## src/rtl/dpram_burst_reader.sv

```systemverilog
// dpram_burst_reader
// Read-side master for the dual-port RAM. A start command latches a base
// address and a length, then consecutive words are read from the RAM read
// port and presented as a valid/ready stream with a last-beat flag. A
// 2-entry output FIFO hides the RAM's one-cycle read latency and absorbs
// downstream backpressure while still sustaining one word per cycle.
//
// Ports:
//   clk        in   single clock, rising edge
//   rst_n      in   synchronous active-low reset
//   start      in   command strobe, accepted only while not busy
//   base_addr  in   first burst address (sampled with start)
//   len_m1     in   burst length minus one (sampled with start)
//   busy       out  burst in progress
//   done       out  one-cycle pulse after the last beat transfers
//   read_en    out  RAM read enable
//   RAdddr     out  RAM read address (holds its last value when idle)
//   ram_rdata  in   RAM read data, valid the cycle after read_en
//   m_valid    out  stream beat valid
//   m_ready    in   stream consumer ready
//   m_data     out  stream data (FIFO head)
//   m_last     out  final beat of the burst, qualified by m_valid
module dpram_burst_reader #(
  parameter int ADDR_WIDTH = 8,
  parameter int DATA_WIDTH = 8
) (
  input  logic                  clk,
  input  logic                  rst_n,
  input  logic                  start,
  input  logic [ADDR_WIDTH-1:0] base_addr,
  input  logic [ADDR_WIDTH-1:0] len_m1,
  output logic                  busy,
  output logic                  done,
  output logic                  read_en,
  output logic [ADDR_WIDTH-1:0] RAdddr,
  input  logic [DATA_WIDTH-1:0] ram_rdata,
  output logic                  m_valid,
  input  logic                  m_ready,
  output logic [DATA_WIDTH-1:0] m_data,
  output logic                  m_last
);

  typedef enum logic {
    IDLE,
    RUN
  } state_t;

  state_t                state_q, state_d;
  logic [ADDR_WIDTH-1:0] base_q, base_d;
  logic [ADDR_WIDTH-1:0] len_q, len_d;
  logic [ADDR_WIDTH-1:0] raddr_q;
  // One extra bit so a full 2^ADDR_WIDTH burst does not alias back to zero.
  logic [ADDR_WIDTH:0]   issued_q, issued_d;
  logic [ADDR_WIDTH:0]   beat_q, beat_d;
  logic                  inflight_q;
  logic [1:0]            count_q, count_d;
  logic                  wrPtr_q, rdPtr_q;
  logic [DATA_WIDTH-1:0] fifoMem_q [2];
  logic                  done_q, done_d;

  logic                  push;
  logic                  pop;
  logic                  issue;
  logic                  lastBeat;
  logic [ADDR_WIDTH:0]   lenExt;
  logic [2:0]            occupancy;

  assign lenExt    = {1'b0, len_q};
  assign push      = inflight_q;
  assign m_valid   = (count_q != 2'd0);
  assign m_data    = fifoMem_q[rdPtr_q];
  assign m_last    = m_valid && (beat_q == lenExt);
  assign pop       = m_valid && m_ready;
  assign lastBeat  = pop && (beat_q == lenExt);
  assign occupancy = {1'b0, count_q} + {2'b00, inflight_q};

  // Credit rule: a new read may only issue if, after this cycle's pop, the
  // FIFO entries plus the read already in flight leave room for its data.
  // This is where read_en picks up its combinational path from m_ready.
  assign issue   = (state_q == RUN) && (issued_q <= lenExt) &&
                   (occupancy <= (3'd1 + {2'b00, pop}));
  assign read_en = issue;
  assign RAdddr  = issue ? (base_q + issued_q[ADDR_WIDTH-1:0]) : raddr_q;
  assign busy    = (state_q == RUN);
  assign done    = done_q;

  // Next-state logic: command acceptance in IDLE, counter advance in RUN,
  // and the return to IDLE on the handshake of the final beat.
  always_comb begin
    state_d  = state_q;
    base_d   = base_q;
    len_d    = len_q;
    issued_d = issued_q;
    beat_d   = beat_q;
    done_d   = 1'b0;
    count_d  = count_q + {1'b0, push} - {1'b0, pop};
    case (state_q)
      IDLE: begin
        if (start) begin
          base_d   = base_addr;
          len_d    = len_m1;
          issued_d = '0;
          beat_d   = '0;
          state_d  = RUN;
        end
      end
      RUN: begin
        if (issue) begin
          issued_d = issued_q + {{ADDR_WIDTH{1'b0}}, 1'b1};
        end
        if (pop) begin
          beat_d = beat_q + {{ADDR_WIDTH{1'b0}}, 1'b1};
        end
        if (lastBeat) begin
          state_d = IDLE;
          done_d  = 1'b1;
        end
      end
      default: state_d = IDLE;
    endcase
  end

  // State, counters and FIFO storage. Reset also discards any read in
  // flight and clears the FIFO contents so m_data reads back as zero.
  always_ff @(posedge clk) begin
    if (!rst_n) begin
      state_q      <= IDLE;
      base_q       <= '0;
      len_q        <= '0;
      raddr_q      <= '0;
      issued_q     <= '0;
      beat_q       <= '0;
      inflight_q   <= 1'b0;
      count_q      <= 2'd0;
      wrPtr_q      <= 1'b0;
      rdPtr_q      <= 1'b0;
      fifoMem_q[0] <= '0;
      fifoMem_q[1] <= '0;
      done_q       <= 1'b0;
    end else begin
      state_q    <= state_d;
      base_q     <= base_d;
      len_q      <= len_d;
      raddr_q    <= RAdddr;
      issued_q   <= issued_d;
      beat_q     <= beat_d;
      inflight_q <= issue;
      count_q    <= count_d;
      done_q     <= done_d;
      if (push) begin
        fifoMem_q[wrPtr_q] <= ram_rdata;
      end
      wrPtr_q <= wrPtr_q ^ push;
      rdPtr_q <= rdPtr_q ^ pop;
    end
  end

endmodule

```

## config.mk

```make
export PLATFORM = sky130hd
export DESIGN_NAME = dpram_burst_reader
export DESIGN_NICKNAME = d
export VERILOG_FILES = /design/src/rtl/dpram_burst_reader.sv
export SDC_FILE = /design/constraint.sdc
export NUM_CORES = 1
export LEC_CHECK = 0
export BUFFER_PORTS_ARGS = -buffer_cell sky130_fd_sc_hd__buf_2
export CAP_MARGIN = 5
export CORE_ASPECT_RATIO = 0.8
export CORE_MARGIN = 5
export CORE_UTILIZATION = 35
export DETAILED_ROUTE_END_ITERATION = 16
export PLACE_DENSITY = 0.64
export SLEW_MARGIN = 10
export SYNTH_ARGS = -nofsm -noshare
export SYNTH_HDL_FRONTEND = slang
export SYNTH_SLANG_ARGS = --single-unit
```

## constraint.sdc

```tcl
create_clock -name clk -period 2.7 [get_ports clk]
set_clock_uncertainty 0.2 [all_clocks]
set_input_delay 0 -clock clk [delete_from_list [all_inputs] [get_ports clk]]
set_output_delay 0 -clock clk [all_outputs]
set_load 0.005 [all_outputs]
```

==> impl_metrics.py, run 1 <==
metrics = {
    "outcome": {
        "status": "finished, violations left",
        "violations": "negative setup slack",
    },
    "critical_path": {
        "r2r-end": "issued_q[5]$_SDFFE_PN0P_",
        "path_cells": "or2_4 > nand2_4 > inv_4 > fa_1 > o31a_1 > a21oi_2 > nor3_4 > o21ai_4 > buf_6 > mux2_4 > buf_6",
        "critPathMaxStageDelay_ps": 490,
        "critPathCaptureType": "primary output",
        "critical_path_class": "reg2out",
        "cp.required_ps": 2500,
        "worstSetupStartpointType": "flip-flop",
        "timing.critical_path.to": "RAdddr[0]",
        "timing.rr.start": "count_q[0]$_SDFF_PN0_",
        "reg2regPathDepth": 12,
        "crit_arrival_ps": 2720,
        "slowest_stage": "fa_1",
        "crit_top_cell": "buf_6",
        "worstPathMaxFanout": 5,
        "ff2ff_setup_slack_ps": -170,
        "crit_start": "count_q[0]$_SDFF_PN0_",
    },
    "timing": {
        "slew_viol_final": 0,
        "rsz0062_at_grt": "true",
        "tightest_slew_ps": 608.0,
        "max_freq_ghz": 0.3421,
        "fin_crit_sh_pct": 108.3,
        "hold_violations": 0,
        "setup_slack_ps": -223.3,
        "whs_ps": 92.63,
        "fin_setup_tns_ps": -2436,
        "slew-limit-headroom_pct": 59.09,
        "min_period_ps": 2923,
        "setup_viol": 20,
    },
    "min_path": {
        "holdCritPathClass": "in2reg",
    },
    "power": {
        "power_per_cell_area_mw_per_mm2": 703.6,
        "vdd_drop_max_v": 0.0003399,
        "total_power_mw": 3.334,
        "p_leak_nw": 1.980,
    },
    "synthesis": {
        "synth_seq_cells": 66,
        "async_flop_share_pct": 0,
        "synth_most_common_cell": "nand2_1",
        "synth_edf_count": 16,
        "synth_area_mm2": 0.003393,
        "synth_common_cells": "51 x nand2_1, 50 x dfxtp_1, 36 x a21oi_1",
        "synth_top_area_share_pct": 29.50,
        "synth.area.top_cells": "dfxtp_1 29%, edfxtp_1 14%, ha_1 8.1%",
        "yosys.area.top_type": "dfxtp_1",
        "synth_nets": 427,
        "synth.avg_cell_area_um2": 9.049,
        "synthFlopType": "dfxtp_1",
        "yosysSeqAreaShare_pct": 43.66,
        "yosys_warnings": 0,
        "synth_cells": 375,
        "synth.distinct_cells": 42,
    },
    "detailed_routing": {
        "drc_errors": 0,
        "routed_wl_um": 8188,
        "wire_per_inst_um": 13.56,
        "via_count": 2986,
        "dr.pass1.iters": 5,
        "drt-initial-drc-count": 187,
        "final_antenna_net_count": 0,
        "avgViaCountPerCell": 4.944,
    },
    "finish": {
        "num_antenna_cells": 0,
        "n_fill_cell": 860,
        "drive_gt1_share_pct": 27.42,
        "stdcell_count": 604,
        "area_growth_pct": 39.64,
        "fin_nets": 532,
    },
    "floorplanning": {
        "io_pins": 49,
        "die_h_um": 98.07,
        "coreArea_mm2": 0.009569,
        "dieArea_mm2": 0.01178,
        "rows": 32,
        "initial_utilization_pct": 35.46,
        "die_x_um": 120.1,
    },
    "global_routing": {
        "grt-ovfl-total": 0,
        "grt_pass1_vias": 2956,
        "antenna_found_initial": 0,
        "grt_max_degree": 36,
        "grt_pass1_wl_um": 13630,
        "track_usage_pct": 14.32,
    },
    "place": {
        "hpwl_um": 5632,
        "place_ws_ps": -46.00,
        "placed_cells": 549,
        "portBuffers": 48,
        "finalWeightedCongestion": 0.8036,
    },
    "clock_tree": {
        "cts_tree": "built",
        "cts_sinks": 66,
        "clk_pin_slew_ps": 50,
        "cts_buffer_depth": 2,
        "clk_latency_ps": 330,
        "cts-root-buf": "clkbuf_16",
        "htreeDepth": 3,
        "numCtsBuffers": 9,
    },
    "flow_run": {
        "maxCapViolations": 0,
    },
}
==> placed cells by master (no fill, tap or decap), types with 2 or more instances in the layout <==
master	count
or4_1	2
a211oi_2	2
buf_4	29
nor3_1	5
o21ai_0	8
nor2_1	25
nand3b_1	2
nand2_1	49
bufinv_16	4
nand4_1	4
edfxtp_1	16
nor4_1	2
o31a_1	2
o2111ai_1	2
dlygate4sd3_1	28
xnor2_1	16
or3_1	2
dfxtp_1	49
inv_1	24
clkbuf_16	9
nor2b_1	2
or2_4	2
mux2_2	10
buf_6	4
fa_1	2
mux2_4	6
and2_1	23
o211ai_1	3
a21oi_2	2
xor2_1	2
inv_4	2
a21oi_1	34
ha_1	21
buf_2	47
nand3_1	17
==> layer usage <==
layer	GRT usage, %	vias up	routed length, um
met2	23.27	95	3799
met5	0	-	0
li1	-	1503	-
met1	18.44	1379	3749
met4	3.961	0	73
met3	4.459	9	566
==> cells by family after synthesis <==
family / synth area share (%)
adder cells (fa/ha/maj): 9.292
buffers and inverters: 4.756
AND/OR/NAND/NOR: 20.54
flip-flops: 43.66
XOR/XNOR: 4.646
AO/OA/AOI/OAI: 11.21
multiplexers: 5.900
==> timing repair <==
action / in CTS / in global routing
setup buffers: 9 / 3
gates resized for setup: 12 / 17
endpoints found under the hold margin: 53 / 0
endpoints found under the setup margin: 16 / 22
pin swaps: 6 / 6
hold buffers: 28 / 0
==> critical path, delay by kind of cell, from the launching register on <==
family	cells	cell delay [ps]
DFF	1	320
adders and majority gates	1	490
AOI/OAI and AO/OA	3	600
and+or+nand+nor	3	390
muxes	1	300
buffers and inverters	3	310
==> per-stage QoR <==
stage	utilization (%)	instance area, um^2
after floorplan	-	3426
after global placement	40.78	3902
after detailed placement	40.78	3902
after CTS	48.60	4651
after global routing	49.52	4738
final	49.52	4738
==> cell type report <==
class	instances	area, um^2	share of cell area (%)
Multi-Input combinational cell	268	1857	39.19
Timing Repair Buffer	108	778.2	16.42
Inverter	27	106.4	2.245
Clock inverter	7	140.1	2.957
Clock buffer	9	225.2	4.753
Sequential cell	66	1483	31.29
Tap cell	119	148.9	3.142
==> where the power goes <==
part	switching (mW)	total (mW)	leakage [nW]	internal, mW
combinational	0.349	0.747	1.23	0.399
clock	0.430	1.42	0.174	0.995
sequential	0.0642	1.16	0.573	1.10
==> state kept, by name (all words and copies together) (netlist names), named ones only <==
signal and count:
base_q 8, beat_q 9, busy 1, count_q 2, done 1, fifoMem_q 16
inflight_q 1, issued_q 9, len_q 8, raddr_q 8, rdPtr_q 1, wrPtr_q 1
==> worst min-delay path by stage <==
stage                       from                     end  slack (ps)  cells after the start
finish                   m_ready  beat_q[1]$_SDFFE_PN0P_          90                      4
floorplan           base_addr[0]  base_q[0]$_SDFFE_PN0P_         -60                      2
detailed placement  base_addr[4]  base_q[4]$_SDFFE_PN0P_          50                      3
CTS                      m_ready      rdPtr_q$_SDFF_PN0_          60                      6
global placement    base_addr[6]  base_q[6]$_SDFFE_PN0P_          40                      3
global route             m_ready  beat_q[0]$_SDFFE_PN0P_         140                      5
Power figures use the tool's default switching activity.
==> run 2, diff against run 1 <==
--- a/config.mk
+++ b/config.mk
@@ -10,6 +10,7 @@
 export CORE_ASPECT_RATIO = 0.8
 export CORE_MARGIN = 5
 export CORE_UTILIZATION = 35
+export CTS_BUF_LIST = sky130_fd_sc_hd__clkbuf_2
 export DETAILED_ROUTE_END_ITERATION = 16
 export PLACE_DENSITY = 0.64
 export SLEW_MARGIN = 10
==> run 2 against run 1 <==
The flow still finishes with violations (negative setup slack). Worst setup slack lost 140 ps. Power decreased by 14%. Via count up 5.3%. Hold slack worse by 16 ps. Die area unchanged. Count of clock-buffer cells in the layout did not move. Clock power is 38% lower.
==> impl_metrics.py, run 2 (synthesis results as in run 1) <==
metrics = {
    "outcome": {
        "status": "finished, violations left",
        "violations": "negative setup slack",
    },
    "floorplanning": {
        "die_x_um": 120.1,
        "die_h_um": 98.07,
        "initial_utilization_pct": 35.46,
        "dieArea_mm2": 0.01178,
        "coreArea_mm2": 0.009569,
        "rows": 32,
        "io_pins": 49,
    },
    "clock_tree": {
        "htreeDepth": 3,
        "cts_buffer_depth": 2,
        "numCtsBuffers": 9,
        "cts_tree": "built",
        "clk_latency_ps": 520,
        "cts_sinks": 66,
        "cts-root-buf": "clkbuf_2",
        "clk_pin_slew_ps": 210,
    },
    "finish": {
        "largestRegisters": "fifoMem_q x16, beat_q x9, issued_q x9",
        "stdcell_count": 641,
        "num_antenna_cells": 0,
        "regArea_mm2": 0.001483,
        "n_fill_cell": 854,
        "top_register": "fifoMem_q",
        "fin_nets": 569,
        "layout_common_cells": "66 x dlygate4sd3_1, 49 x nand2_1, 49 x dfxtp_1",
        "drive_gt1_share_pct": 25.67,
        "multiInputGateArea_mm2": 0.001861,
        "area_growth_pct": 45.72,
        "final_common_cell": "dlygate4sd3_1",
        "largest_register_ffs": 16,
    },
    "min_path": {
        "worstHoldStart": "ram_rdata[6]",
        "hold_depth": 3,
        "holdCritPathClass": "in2reg",
        "hold_end": "fifoMem_q[1][6]$_SDFFCE_PN0P_",
    },
    "global_routing": {
        "grt_pass1_vias": 3263,
        "grt_pass1_wl_um": 14970,
        "grt_max_degree": 36,
        "antenna_found_initial": 0,
        "grt-ovfl-total": 0,
        "track_usage_pct": 15.71,
    },
    "detailed_routing": {
        "final_antenna_net_count": 0,
        "via_count": 3145,
        "dr.pass1.iters": 4,
        "drc_errors": 0,
        "routed_wl_um": 8882,
        "avgViaCountPerCell": 4.906,
        "drt-initial-drc-count": 139,
        "wire_per_inst_um": 13.86,
    },
    "timing": {
        "fin_crit_sh_pct": 113.5,
        "slew-limit-headroom_pct": 54.70,
        "setup_viol": 15,
        "rsz0062_at_grt": "true",
        "fin_setup_tns_ps": -3370,
        "hold_violations": 0,
        "tightest_slew_ps": 673.3,
        "setup_slack_ps": -363.3,
        "slew_viol_final": 0,
        "min_period_ps": 3063,
        "max_freq_ghz": 0.3264,
    },
    "power": {
        "p_leak_nw": 2.058,
        "vdd_drop_max_v": 0.0003255,
        "power_per_cell_area_mw_per_mm2": 576.5,
    },
    "critical_path": {
        "reg2regPathDepth": 13,
        "critPathCaptureType": "primary output",
        "r2r-end": "issued_q[5]$_SDFFE_PN0P_",
        "worstPathMaxFanout": 5,
        "cp.required_ps": 2500,
        "critical_path_class": "reg2out",
        "timing.rr.start": "count_q[0]$_SDFF_PN0_",
        "worstSetupStartpointType": "flip-flop",
        "ff2ff_setup_slack_ps": -220,
        "crit_arrival_ps": 2860,
    },
    "place": {
        "hpwl_um": 5632,
        "finalWeightedCongestion": 0.8036,
        "portBuffers": 48,
        "placed_cells": 549,
    },
    "flow_run": {
        "maxCapViolations": 0,
    },
}
==> run 2: through the flow <==
| stage | util [%] | total power, mW | setup slack [ps] | instance area, um^2 | hold slack [ps] |
|---|---|---|---|---|---|
| global route | 51.67 | 3.008 | -531.2 | 4945 | 38.04 |
| finish | 51.67 | 2.851 | -363.3 | 4945 | 76.39 |
| floorplan | - | 1.569 | -9.404 | 3426 | -64.03 |
| global placement | 40.78 | 1.768 | 32.64 | 3902 | 41.80 |
| CTS | 50.58 | 2.808 | -403.3 | 4840 | 39.14 |
| detailed placement | 40.78 | 1.787 | -46.00 | 3902 | 46.40 |
==> run 2: cell type report <==
class                   instances  area share, %
multi-input cells             268          37.63
flip-flops and latches         66          29.98
clock inverters                 7          2.834
inverters                      27          2.100
repair buffers                145          23.53
clock buffers                   9         0.9109
well taps                     119          3.011
==> run 2: worst max-delay path, stage by stage, from the launching register on <==
cell and delay [ps]:
dfxtp_2 360, or2_4 250, nand2_4 60, inv_2 40, fa_1 470, o31a_1 260, a21oi_2 150, nor3_4 60
o21ai_4 120, buf_6 150, mux2_4 300, buf_6 120
==> run 2: routing by layer <==
layer | track usage [%] | vias up | share of wire (%) | routed length [um]
met5 | 0 | - | 0 | 0
met4 | 5.106 | 0 | 1.3 | 113
met3 | 4.980 | 10 | 5.2 | 462
met2 | 26.30 | 61 | 48 | 4290
met1 | 19.25 | 1496 | 45 | 4015
li1 | - | 1578 | - | -
==> run 2: report_power, final <==
part / switching, mW / internal [mW] / leakage [nW] / total [mW]
Combinational: 0.365 / 0.447 / 1.38 / 0.811
Sequential: 0.0663 / 1.10 / 0.573 / 1.16
Clock: 0.385 / 0.492 / 0.100 / 0.877
Total: 0.816 / 2.03 / 2.06 / 2.85
==> run 2: how the worst max path moves through the flow <==
stage / startpoint / to / cells past startpoint
finish: count_q[0]$_SDFF_PN0_ / RAdddr[0] / 11
global route: count_q[0]$_SDFF_PN0_ / RAdddr[1] / 11
CTS: count_q[0]$_SDFF_PN0_ / RAdddr[5] / 11
detailed placement: count_q[0]$_SDFF_PN0_ / raddr_q[2]$_SDFF_PN0_ / 11
global placement: count_q[0]$_SDFF_PN0_ / raddr_q[7]$_SDFF_PN0_ / 11
floorplan: count_q[0]$_SDFF_PN0_ / raddr_q[7]$_SDFF_PN0_ / 12
==> run 2: repair_timing <==
action | 4_1_cts | 5_1_grt
endpoints found under the setup margin | 18 | 25
gates resized for setup | 11 | 18
pin swaps | 9 | 2
hold endpoints to repair | 72 | 0
setup buffers | 8 | 2
hold buffers | 66 | 0
cloned | 0 | 0
